### src/rtl/bos_pkg.sv
// rtl/bos_pkg.sv - register map, state encoding and strobe helper for the BOS scan sequencer
package bos_pkg;

    localparam int NUM_REGS  = 9;
    localparam int REG_MUX   = 0;
    localparam int REG_LOAD  = 1;
    localparam int REG_FUNC  = 6;
    localparam int REG_VCORE = 7;
    localparam int REG_VDIG  = 8;

    // Shared wait counter width; wait parameters must fit in it.
    localparam int CNT_W = 17;

    typedef enum logic [3:0] {
        S_IDLE      = 4'd0,
        S_PWR_VC    = 4'd1,
        S_WAIT_VC   = 4'd2,
        S_PWR_VD    = 4'd3,
        S_WAIT_VD   = 4'd4,
        S_PWR_FN    = 4'd5,
        S_SET_ADDR  = 4'd6,
        S_SET_LOAD  = 4'd7,
        S_SETTLE    = 4'd8,
        S_MEAS      = 4'd9,
        S_WAIT_DONE = 4'd10,
        S_PD_LOAD   = 4'd11,
        S_PD_FN     = 4'd12,
        S_PD_VD     = 4'd13,
        S_PD_VC     = 4'd14,
        S_DONE      = 4'd15
    } bos_state_e;

    // One-hot write strobe for register index idx.
    function automatic logic [NUM_REGS-1:0] wr_strobe(input int idx);
        logic [NUM_REGS-1:0] v;
        v = NUM_REGS'(1) << idx;
        return v;
    endfunction

endpackage

### src/rtl/bos_wait_cnt.sv
// rtl/bos_wait_cnt.sv - loadable down-counter with zero flag for settle, power and timeout waits
module bos_wait_cnt
    import bos_pkg::*;
(
    input  logic             i_clk,
    input  logic             i_n_rst,
    input  logic             i_load,
    input  logic [CNT_W-1:0] i_load_val,
    input  logic             i_dec,
    output logic             o_zero
);

    logic [CNT_W-1:0] r_cnt;

    // Load has priority; decrement saturates at zero.
    always_ff @(posedge i_clk or negedge i_n_rst) begin
        if (!i_n_rst) begin
            r_cnt <= '0;
        end else if (i_load) begin
            r_cnt <= i_load_val;
        end else if (i_dec && (r_cnt != '0)) begin
            r_cnt <= r_cnt - 1'b1;
        end
    end

    assign o_zero = (r_cnt == '0);

endmodule

### src/rtl/bos_scan_ctrl.sv
// rtl/bos_scan_ctrl.sv - BOS scan sequencer top; optional per-channel load switching under BOS_SCAN_LOAD_EN
module bos_scan_ctrl
    import bos_pkg::*;
#(
    parameter int SETTLE_CYC  = 1000,
    parameter int PWR_CYC     = 50000,
    parameter int TIMEOUT_CYC = 65535
) (
    input  logic       clk,
    input  logic       n_rst,
    input  logic       start,
    input  logic       abort,
    input  logic [3:0] ch_first,
    input  logic [3:0] ch_last,
    input  logic [1:0] load_sel,
    output logic       meas_start,
    input  logic       meas_done,
    output logic [7:0] master_data,
    output logic [8:0] valid_bus,
    output logic       busy,
    output logic       done,
    output logic       err_timeout,
    output logic [3:0] cur_ch
);

    // Wait states last N clocks: counter is loaded with N-1 on entry.
    localparam logic [CNT_W-1:0] PWR_LD    = CNT_W'(PWR_CYC - 1);
    localparam logic [CNT_W-1:0] SETTLE_LD = CNT_W'(SETTLE_CYC - 1);
    localparam logic [CNT_W-1:0] TMO_LD    = CNT_W'(TIMEOUT_CYC - 1);

`ifdef BOS_SCAN_LOAD_EN
    localparam bos_state_e S_PD_ENTRY  = S_PD_LOAD;
    localparam bos_state_e S_AFTER_ADR = S_SET_LOAD;
`else
    localparam bos_state_e S_PD_ENTRY  = S_PD_FN;
    localparam bos_state_e S_AFTER_ADR = S_SETTLE;
`endif

    bos_state_e       r_state;
    bos_state_e       w_state_nxt;
    logic [3:0]       r_cur_ch;
    logic [3:0]       r_ch_first;
    logic [3:0]       r_ch_last;
    logic [3:0]       w_ch_nxt;
    logic             w_cnt_load;
    logic [CNT_W-1:0] w_cnt_val;
    logic             w_cnt_dec;
    logic             w_cnt_zero;
    logic             w_timeout;
    logic             w_accept;
    logic             w_abort_ok;
    logic [8:0]       w_vb_nxt;
    logic [7:0]       w_data_nxt;
    logic             w_meas_nxt;
    logic             w_done_nxt;
    logic [8:0]       r_valid_bus;
    logic [7:0]       r_master_data;
    logic             r_meas_start;
    logic             r_busy;
    logic             r_done;
    logic             r_err_timeout;

`ifdef BOS_SCAN_LOAD_EN
    logic [1:0]       r_load_sel;
`else
    logic             w_unused_load;
    assign w_unused_load = ^load_sel;
`endif

    bos_wait_cnt u_wait_cnt (
        .i_clk      (clk),
        .i_n_rst    (n_rst),
        .i_load     (w_cnt_load),
        .i_load_val (w_cnt_val),
        .i_dec      (w_cnt_dec),
        .o_zero     (w_cnt_zero)
    );

    // State register.
    always_ff @(posedge clk or negedge n_rst) begin
        if (!n_rst) begin
            r_state <= S_IDLE;
        end else begin
            r_state <= w_state_nxt;
        end
    end

    // Next-state, channel stepping and wait-counter control; abort overrides everything.
    always_comb begin
        w_state_nxt = r_state;
        w_ch_nxt    = r_cur_ch;
        w_cnt_load  = 1'b0;
        w_cnt_val   = '0;
        w_cnt_dec   = 1'b0;
        w_timeout   = 1'b0;
        w_accept    = 1'b0;
        w_abort_ok  = abort && !(r_state inside {S_IDLE, S_PD_LOAD, S_PD_FN,
                                                 S_PD_VD, S_PD_VC, S_DONE});
        case (r_state)
            S_IDLE: begin
                if (start) begin
                    w_state_nxt = S_PWR_VC;
                    w_accept    = 1'b1;
                end
            end
            S_PWR_VC: begin
                w_state_nxt = S_WAIT_VC;
                w_cnt_load  = 1'b1;
                w_cnt_val   = PWR_LD;
            end
            S_WAIT_VC: begin
                if (w_cnt_zero) w_state_nxt = S_PWR_VD;
                else            w_cnt_dec   = 1'b1;
            end
            S_PWR_VD: begin
                w_state_nxt = S_WAIT_VD;
                w_cnt_load  = 1'b1;
                w_cnt_val   = PWR_LD;
            end
            S_WAIT_VD: begin
                if (w_cnt_zero) begin
                    w_state_nxt = S_PWR_FN;
                    w_ch_nxt    = r_ch_first;
                end else begin
                    w_cnt_dec   = 1'b1;
                end
            end
            S_PWR_FN: begin
                w_state_nxt = S_SET_ADDR;
            end
            S_SET_ADDR: begin
                w_state_nxt = S_AFTER_ADR;
                w_cnt_load  = (S_AFTER_ADR == S_SETTLE);
                w_cnt_val   = SETTLE_LD;
            end
            S_SET_LOAD: begin
                w_state_nxt = S_SETTLE;
                w_cnt_load  = 1'b1;
                w_cnt_val   = SETTLE_LD;
            end
            S_SETTLE: begin
                if (w_cnt_zero) w_state_nxt = S_MEAS;
                else            w_cnt_dec   = 1'b1;
            end
            S_MEAS: begin
                w_state_nxt = S_WAIT_DONE;
                w_cnt_load  = 1'b1;
                w_cnt_val   = TMO_LD;
            end
            S_WAIT_DONE: begin
                if (meas_done) begin
                    if (r_cur_ch == r_ch_last) begin
                        w_state_nxt = S_PD_ENTRY;
                    end else begin
                        w_state_nxt = S_SET_ADDR;
                        w_ch_nxt    = r_cur_ch + 4'd1;
                    end
                end else if (w_cnt_zero) begin
                    w_state_nxt = S_PD_ENTRY;
                    w_timeout   = 1'b1;
                end else begin
                    w_cnt_dec   = 1'b1;
                end
            end
            S_PD_LOAD: w_state_nxt = S_PD_FN;
            S_PD_FN:   w_state_nxt = S_PD_VD;
            S_PD_VD:   w_state_nxt = S_PD_VC;
            S_PD_VC:   w_state_nxt = S_DONE;
            S_DONE:    w_state_nxt = S_IDLE;
            default:   w_state_nxt = S_IDLE;
        endcase
        if (w_abort_ok) begin
            w_state_nxt = S_PD_ENTRY;
            w_ch_nxt    = r_cur_ch;
            w_cnt_load  = 1'b0;
            w_cnt_dec   = 1'b0;
            w_timeout   = 1'b0;
        end
    end

    // Outputs are decoded from the next state so each registered strobe lines up with its state.
    always_comb begin
        w_vb_nxt   = '0;
        w_data_nxt = '0;
        w_meas_nxt = 1'b0;
        w_done_nxt = 1'b0;
        case (w_state_nxt)
            S_PWR_VC:   begin w_vb_nxt = wr_strobe(REG_VCORE); w_data_nxt = 8'd1; end
            S_PWR_VD:   begin w_vb_nxt = wr_strobe(REG_VDIG);  w_data_nxt = 8'd1; end
            S_PWR_FN:   begin w_vb_nxt = wr_strobe(REG_FUNC);  w_data_nxt = 8'd1; end
            S_SET_ADDR: begin w_vb_nxt = wr_strobe(REG_MUX);   w_data_nxt = {4'b0, w_ch_nxt}; end
`ifdef BOS_SCAN_LOAD_EN
            S_SET_LOAD: begin w_vb_nxt = wr_strobe(REG_LOAD);  w_data_nxt = {6'b0, r_load_sel}; end
            S_PD_LOAD:  w_vb_nxt = wr_strobe(REG_LOAD);
`endif
            S_MEAS:     w_meas_nxt = 1'b1;
            S_PD_FN:    w_vb_nxt = wr_strobe(REG_FUNC);
            S_PD_VD:    w_vb_nxt = wr_strobe(REG_VDIG);
            S_PD_VC:    w_vb_nxt = wr_strobe(REG_VCORE);
            S_DONE:     w_done_nxt = 1'b1;
            default:    w_vb_nxt = '0;
        endcase
    end

    // Scan configuration captured at start, and the current channel.
    always_ff @(posedge clk or negedge n_rst) begin
        if (!n_rst) begin
            r_cur_ch   <= '0;
            r_ch_first <= '0;
            r_ch_last  <= '0;
`ifdef BOS_SCAN_LOAD_EN
            r_load_sel <= '0;
`endif
        end else begin
            r_cur_ch <= w_ch_nxt;
            if (w_accept) begin
                r_ch_first <= ch_first;
                r_ch_last  <= ch_last;
`ifdef BOS_SCAN_LOAD_EN
                r_load_sel <= load_sel;
`endif
            end
        end
    end

    // Registered outputs; timeout flag is sticky until the next accepted start.
    always_ff @(posedge clk or negedge n_rst) begin
        if (!n_rst) begin
            r_valid_bus   <= '0;
            r_master_data <= '0;
            r_meas_start  <= 1'b0;
            r_busy        <= 1'b0;
            r_done        <= 1'b0;
            r_err_timeout <= 1'b0;
        end else begin
            r_valid_bus   <= w_vb_nxt;
            r_master_data <= w_data_nxt;
            r_meas_start  <= w_meas_nxt;
            r_busy        <= (w_state_nxt != S_IDLE);
            r_done        <= w_done_nxt;
            if (w_accept)       r_err_timeout <= 1'b0;
            else if (w_timeout) r_err_timeout <= 1'b1;
        end
    end

    assign valid_bus   = r_valid_bus;
    assign master_data = r_master_data;
    assign meas_start  = r_meas_start;
    assign busy        = r_busy;
    assign done        = r_done;
    assign err_timeout = r_err_timeout;
    assign cur_ch      = r_cur_ch;

endmodule
### config.mk
export PLATFORM = sky130hd
export DESIGN_NAME = bos_scan_ctrl
export DESIGN_NICKNAME = d
export VERILOG_FILES = /design/src/rtl/bos_pkg.sv /design/src/rtl/bos_wait_cnt.sv /design/src/rtl/bos_scan_ctrl.sv
export SDC_FILE = /design/constraint.sdc
export NUM_CORES = 1
export LEC_CHECK = 0
export CORE_AREA = 4 4 88 73
export DETAILED_ROUTE_END_ITERATION = 12
export DIE_AREA = 0 0 92 77
export PLACE_DENSITY_LB_ADDON = 0.1
export SKIP_CTS_REPAIR_TIMING = 1
export SYNTH_ARGS = -nofsm -noshare
export SYNTH_HDL_FRONTEND = slang
export SYNTH_HIERARCHICAL = 1
export SYNTH_SLANG_ARGS = --single-unit
### constraint.sdc
create_clock -name clk -period 3.2 [get_ports clk]
set_input_delay 0.32 -clock clk [delete_from_list [all_inputs] [get_ports clk]]
set_output_delay 0.32 -clock clk [all_outputs]
set_load 0.03 [all_outputs]
======== Yosys cells after proc, flatten, opt, wreduce, memory -nomap -nowiden ========
Cells that the tools add are included.
operators by class
  multiplexer cells ....................... 35
  reductions and logical operators ........ 18
  add/subtract/negate cells ............... 2
  equality and inequality tests ........... 25
operators with widths
  operator               count
  $pmux 4 s15            1
  $eq 4x4->1 const B     13
  $mux 4                 12
  $pmux 16 s3            1
  $pmux 9 s4             1
  $mux 17                2
  $eq 4x3->1 const B     6
  $logic_not 17->1       1
  $reduce_bool 17->1     1
  $sub 17x1->17 const B  1
  $pmux 4 s2             2
  $mux 1                 15
  $eq 4x2->1 const B     3
  $reduce_or 2->1        5
  $eq 4x1->1 const B     2
  $reduce_bool 6->1      1
  $reduce_or 3->1        2
  $reduce_or 5->1        1
  $add 4x1->4 const B    1
  $eq 4x4->1             1
  $logic_not 4->1        1
  $reduce_bool 2->1      2
  $reduce_bool 4->1      1
  $logic_and 1x1->1      2
  other kinds (2)        2
storage, ports and cells
  output and inout port bits .............. 25
  word-level logic and storage cells ...... 91
  register bits after elaboration ......... 54
  input port bits ......................... 15

======== Depth between registers and ports, before layout ========
  word-level depth ........................ 8
  mapped depth ............................ 13
  mapped depth without buffers ............ 12

======== Cells and area by module ========
The synthesis kept the hierarchy.
by module, submodules not included
  module         cells each  seq. area each (sq um)  times used  area each (sq um)
  bos_scan_ctrl  170         700.7                   1           1729.2
  bos_wait_cnt   134         425.4                   1           1132.3

======== Worst setup path before layout ========
OpenSTA, ideal clock, no wires.
  kind .................................... reg-to-reg
  start ................................... reg u_wait_cnt.r_cnt[0]
  end ..................................... reg r_master_data[0] (netlist: master_data[0])
  arrival ................................. 2.458 ns
  setup slack ............................. 0.622 ns
  clock period less this slack ............ 2.578 ns
  setup time .............................. 0.120 ns
  path buffers ............................ 0
  cell stages (with the launch flop) ...... 11
  data required time ...................... 3.080 ns
  path through ............................ dfrtp_1 > inv_1 > ha_1 > nor3b_2 > nand4b_2 > nor2_1 > nor4bb_1 > o21ai_1 > o21ai_0 > o211ai_1 > a41o_1
on the way
  elaborated cells on any way between the ends .. 17
  those cells by class .................... eq/ne (4); mux (11); reduce/logical (2)
RTL lines
  what                    line                  text
  from (decl)             bos_wait_cnt.sv:13    logic [CNT_W-1:0] r_cnt;
  from (signal assigned)  bos_wait_cnt.sv:20    r_cnt <= i_load_val;
  from (signal assigned)  bos_wait_cnt.sv:22    r_cnt <= r_cnt - 1'b1;
  $logic_not 17->1        bos_wait_cnt.sv:26    assign o_zero = (r_cnt == '0);
  net w_cnt_zero          bos_scan_ctrl.sv:48   logic w_cnt_zero;
  $mux 4                  bos_scan_ctrl.sv:121  if (w_cnt_zero) begin
  $pmux 4 s2              bos_scan_ctrl.sv:99   case (r_state)
  $mux 4                  bos_scan_ctrl.sv:172  if (w_abort_ok) begin
  net w_ch_nxt[0]         bos_scan_ctrl.sv:44   logic [3:0] w_ch_nxt;
  $pmux 4 s2              bos_scan_ctrl.sv:187  case (w_state_nxt)
  net w_data_nxt[0]       bos_scan_ctrl.sv:53   logic [7:0] w_data_nxt;
  to (signal assigned)    bos_scan_ctrl.sv:237  r_master_data <= w_data_nxt;
  to (decl)               bos_scan_ctrl.sv:57   logic [7:0] r_master_data;
The timed path passes the listed nets, and every way through them passes these cells.
A chain may end at the register's enable or synchronous reset.

======== Worst setup path after layout ========
  start ................................... reg u_wait_cnt.r_cnt[1]
  end ..................................... reg u_wait_cnt.r_cnt[15]
on the way
  word-level cells in the longest chain between the ends .. 7
  elaborated cells on any way between the ends .. 11
  those cells by class .................... add/sub (1); mux (6); reduce/logical (4)
ends and longest elaborated chain
  what                                    line                  text
  $logic_not 17->1 (*)                    bos_wait_cnt.sv:26
  net w_cnt_zero                          bos_scan_ctrl.sv:48
  $mux 1 (*)                              -
  $mux 1                                  bos_scan_ctrl.sv:151  if (meas_done) begin
  $pmux 1 s2 (*)                          bos_scan_ctrl.sv:99
  $mux 1 (*)                              bos_scan_ctrl.sv:172
  net w_cnt_dec                           bos_scan_ctrl.sv:47   logic w_cnt_dec;
  $logic_and 1x1->1 (*)                   bos_wait_cnt.sv:21    end else if (i_dec && (r_cnt != '0)) begin
  $reduce_bool 2->1 (no source line) (*)  -
The timed path passes the listed nets; every way through them passes the cells marked *. The select of a mux whose other input is x is not followed.

==> flow_metrics.py <==
metrics = {
    "outcome": {
        "status": "completed",
    },
    "sta": {
        "tns_ns": 0,
        "finalCritPeriodShare_pct": 86.6,
        "max_freq_mhz": 361,
        "fin_skew_ns": 0.00687,
        "slew_headroom_pct": 35.0,
        "rsz0062_at_grt": "false",
        "worst_slew_pin_slew_ns": 0.974,
        "finalSetupViolCount": 0,
        "finalMaxSlewViolations": 0,
        "final_hold_viol_count": 0,
        "layout_min_cycle_time_ns": 2.77,
        "setup_ws_ns": 0.429,
    },
    "clock_tree": {
        "cts_buffers": 5,
        "cts_max_path_buffers": 2,
        "cts_tree": "built",
        "clock_latency_ns": 0.30,
        "clkTransAtPathRegs_ns": 0.09,
        "clock_sinks": 45,
        "cts_root_buffer": "clkbuf_8",
        "htreeDepth": 2,
    },
    "pwr": {
        "p_leak_nw": 1.39,
        "power_density_nw_per_um2": 893,
        "ir_worst_vdd_mv": 0.505,
        "power.total_mw": 2.98,
    },
    "synth": {
        "yosysUniqueCellTypes": 66,
        "syn_inst": 304,
        "ys.flop_type": "dfrtp_1",
        "synthArstFlopShare_pct": 100,
        "syn-mean-instance-area_um2": 9.41,
        "ys_seq_area_share_pct": 39.4,
        "yosys-top-cells-area": "dfrtp_1 (39%), nor2_1 (3.9%), mux2_2 (3.1%)",
        "synth_area_leader_cell": "dfrtp_1",
        "ys_seq_elements": 45,
        "netlist_area_um2": 2860,
        "yosys-top-cells-count": "dfrtp_1 (45), nor2_1 (30), nand2_1 (20)",
        "yosys.area.top_type_share_pct": 39.4,
        "yosysWarnings": 6,
        "yosysMostFrequentCell": "dfrtp_1",
        "synth_edf_count": 0,
    },
    "final_layout": {
        "fillCellCount": 490,
        "num_antenna_cells": 0,
        "seq_area_um2": 1130,
        "drive_gt1_share_pct": 16.5,
        "fin_area_um2": 3340,
        "area.growth.synth_to_final_pct": 16.6,
        "multi_input_area_um2": 1590,
        "fin_nets": 356,
    },
    "routing": {
        "dr.pass1.iters": 5,
        "maxUsedRoutingLayer": "met4",
        "viasPerCell": 5.90,
        "wl_met3_um": 396,
        "drt_wl_total_mm": 6.70,
        "wl_per_cell_um": 16.0,
        "drt_iter0_markers": 218,
        "ant_nets": 0,
        "wl_met1_mm": 3.39,
        "num_vias": 2466,
        "wl_met2_mm": 2.89,
        "drc_errors": 0,
    },
    "floorplanning": {
        "rows": 24,
        "dieArea_um2": 7080,
        "chipHeight_um": 77,
        "core_area_um2": 5470,
        "num_io_pins": 40,
        "initial_core_util_pct": 52.4,
        "die_x_um": 92,
    },
    "critical_path": {
        "path_class": "flop to flop",
        "r2r_start": "u_wait_cnt/r_cnt[1]",
        "r2r_end": "u_wait_cnt/r_cnt[15]",
        "r2r_slack_ns": 0.43,
        "required_ns": 3.37,
        "start_kind": "flop",
        "r2r_cells": 13,
        "end_kind": "flop",
        "critPathMaxFanout": 5,
        "critPathArrivalTime_ns": 2.94,
    },
    "grt": {
        "antenna_found_initial": 0,
        "grt_overflow": 0,
        "grt_pass1_wl_mm": 11.4,
        "grt_pass1_vias": 2270,
        "grt_max_degree": 46,
        "grt_use_total_pct": 19.6,
    },
    "min_path": {
        "hp-class": "input port to async pin",
    },
    "run": {
        "maxCapViolations": 0,
    },
    "place": {
        "dpl_cell_area_um2": 3240,
        "place_ws_ns": 0.463,
        "numPortBuffers": 28,
        "gp_congestion": 0.815,
        "place_hpwl_mm": 4.85,
    },
}
==> power by group <==
group	leakage, nW	switching [mW]	internal [mW]
combinational	0.770	0.976	0.648
clock	0.0447	0.215	0.158
sequential	0.571	0.205	0.778
total	1.39	1.40	1.58
==> worst max path at each step <==
stage | start | to | slack [ns]
3_3_place_gp | u_wait_cnt/r_cnt[1] | u_wait_cnt/r_cnt[15] | 0.50
3_5_place_dp | u_wait_cnt/r_cnt[0] | master_data[0] | 0.46
6_report | u_wait_cnt/r_cnt[1] | u_wait_cnt/r_cnt[15] | 0.43
5_1_grt | u_wait_cnt/r_cnt[0] | master_data[0] | 0.15
4_1_cts | u_wait_cnt/r_cnt[0] | master_data[0] | 0.43
2_1_floorplan | u_wait_cnt/r_cnt[0] | master_data[0] | 0.62
==> metal layers <==
| metal | GRT usage [%] | vias up |
|---|---|---|
| met2 | 28.1 | 80 |
| met3 | 3.52 | 5 |
| met5 | 0 | - |
| met1 | 30.9 | 1189 |
| met4 | 3.41 | 0 |
| li1 | - | 1192 |
==> worst max-delay path, cell delays in order (launching register included) <==
cell	delay, ns
dfrtp_1	0.40
inv_1	0.07
ha_1	0.21
nor3b_2	0.20
nand4b_2	0.11
nor2_1	0.07
nor2_1	0.10
o2111ai_1	0.12
a21oi_1	0.36
nor4b_1	0.30
buf_4	0.17
and2_1	0.25
a31o_2	0.19
a31oi_1	0.07
==> layout make-up <==
type                    instances  share of cell area [%]
inverters                      14                    1.57
clock inverters                 3                   0.750
flip-flops and latches         45                    33.7
multi-input cells             231                    47.5
repair buffers                 42                    11.4
well taps                      78                    2.92
clock buffers                   5                    2.06
==> registers in the layout, indices dropped and copies added (netlist names) <==
name and cells:
u_wait_cnt/r_cnt 17, r_state 4, err_timeout 1, busy 1
valid_bus 4, meas_start 1, master_data 4, cur_ch 4
r_ch_first 4, done 1, r_ch_last 4
==> layout by cell type, fill, tap and decap left out, types with 7 or more instances in the layout <==
cell / n
a21oi_1: 10
dfrtp_1: 45
nand3_1: 12
conb_1: 10
mux2_2: 8
buf_4: 14
inv_1: 10
clkdlybuf4s50_1: 27
nand2_1: 20
nor2_1: 30
or4_1: 7
o21ai_0: 16
a31oi_1: 14
==> stage by stage <==
step	utilization [%]	hold slack, ns	instances
global placement	59.3	0.492	410
CTS	61.1	0.211	418
floorplan	-	0.0244	313
finish	61.1	0.165	418
detailed placement	59.3	0.505	410
global route	61.1	0.263	418
==> logic make-up after synthesis <==
family | count (synthesis) | share of synthesized area (%)
other | 1 | 0.131
buffers and inverters | 37 | 6.60
muxes | 8 | 3.15
AOI/OAI and AO/OA | 81 | 21.7
xor gates and xnor gates | 6 | 2.10
and+or+nand+nor | 124 | 26.1
DFF | 45 | 39.4
adders and majority gates | 2 | 0.874
Note: power is estimated with default switching activity, not from simulation.
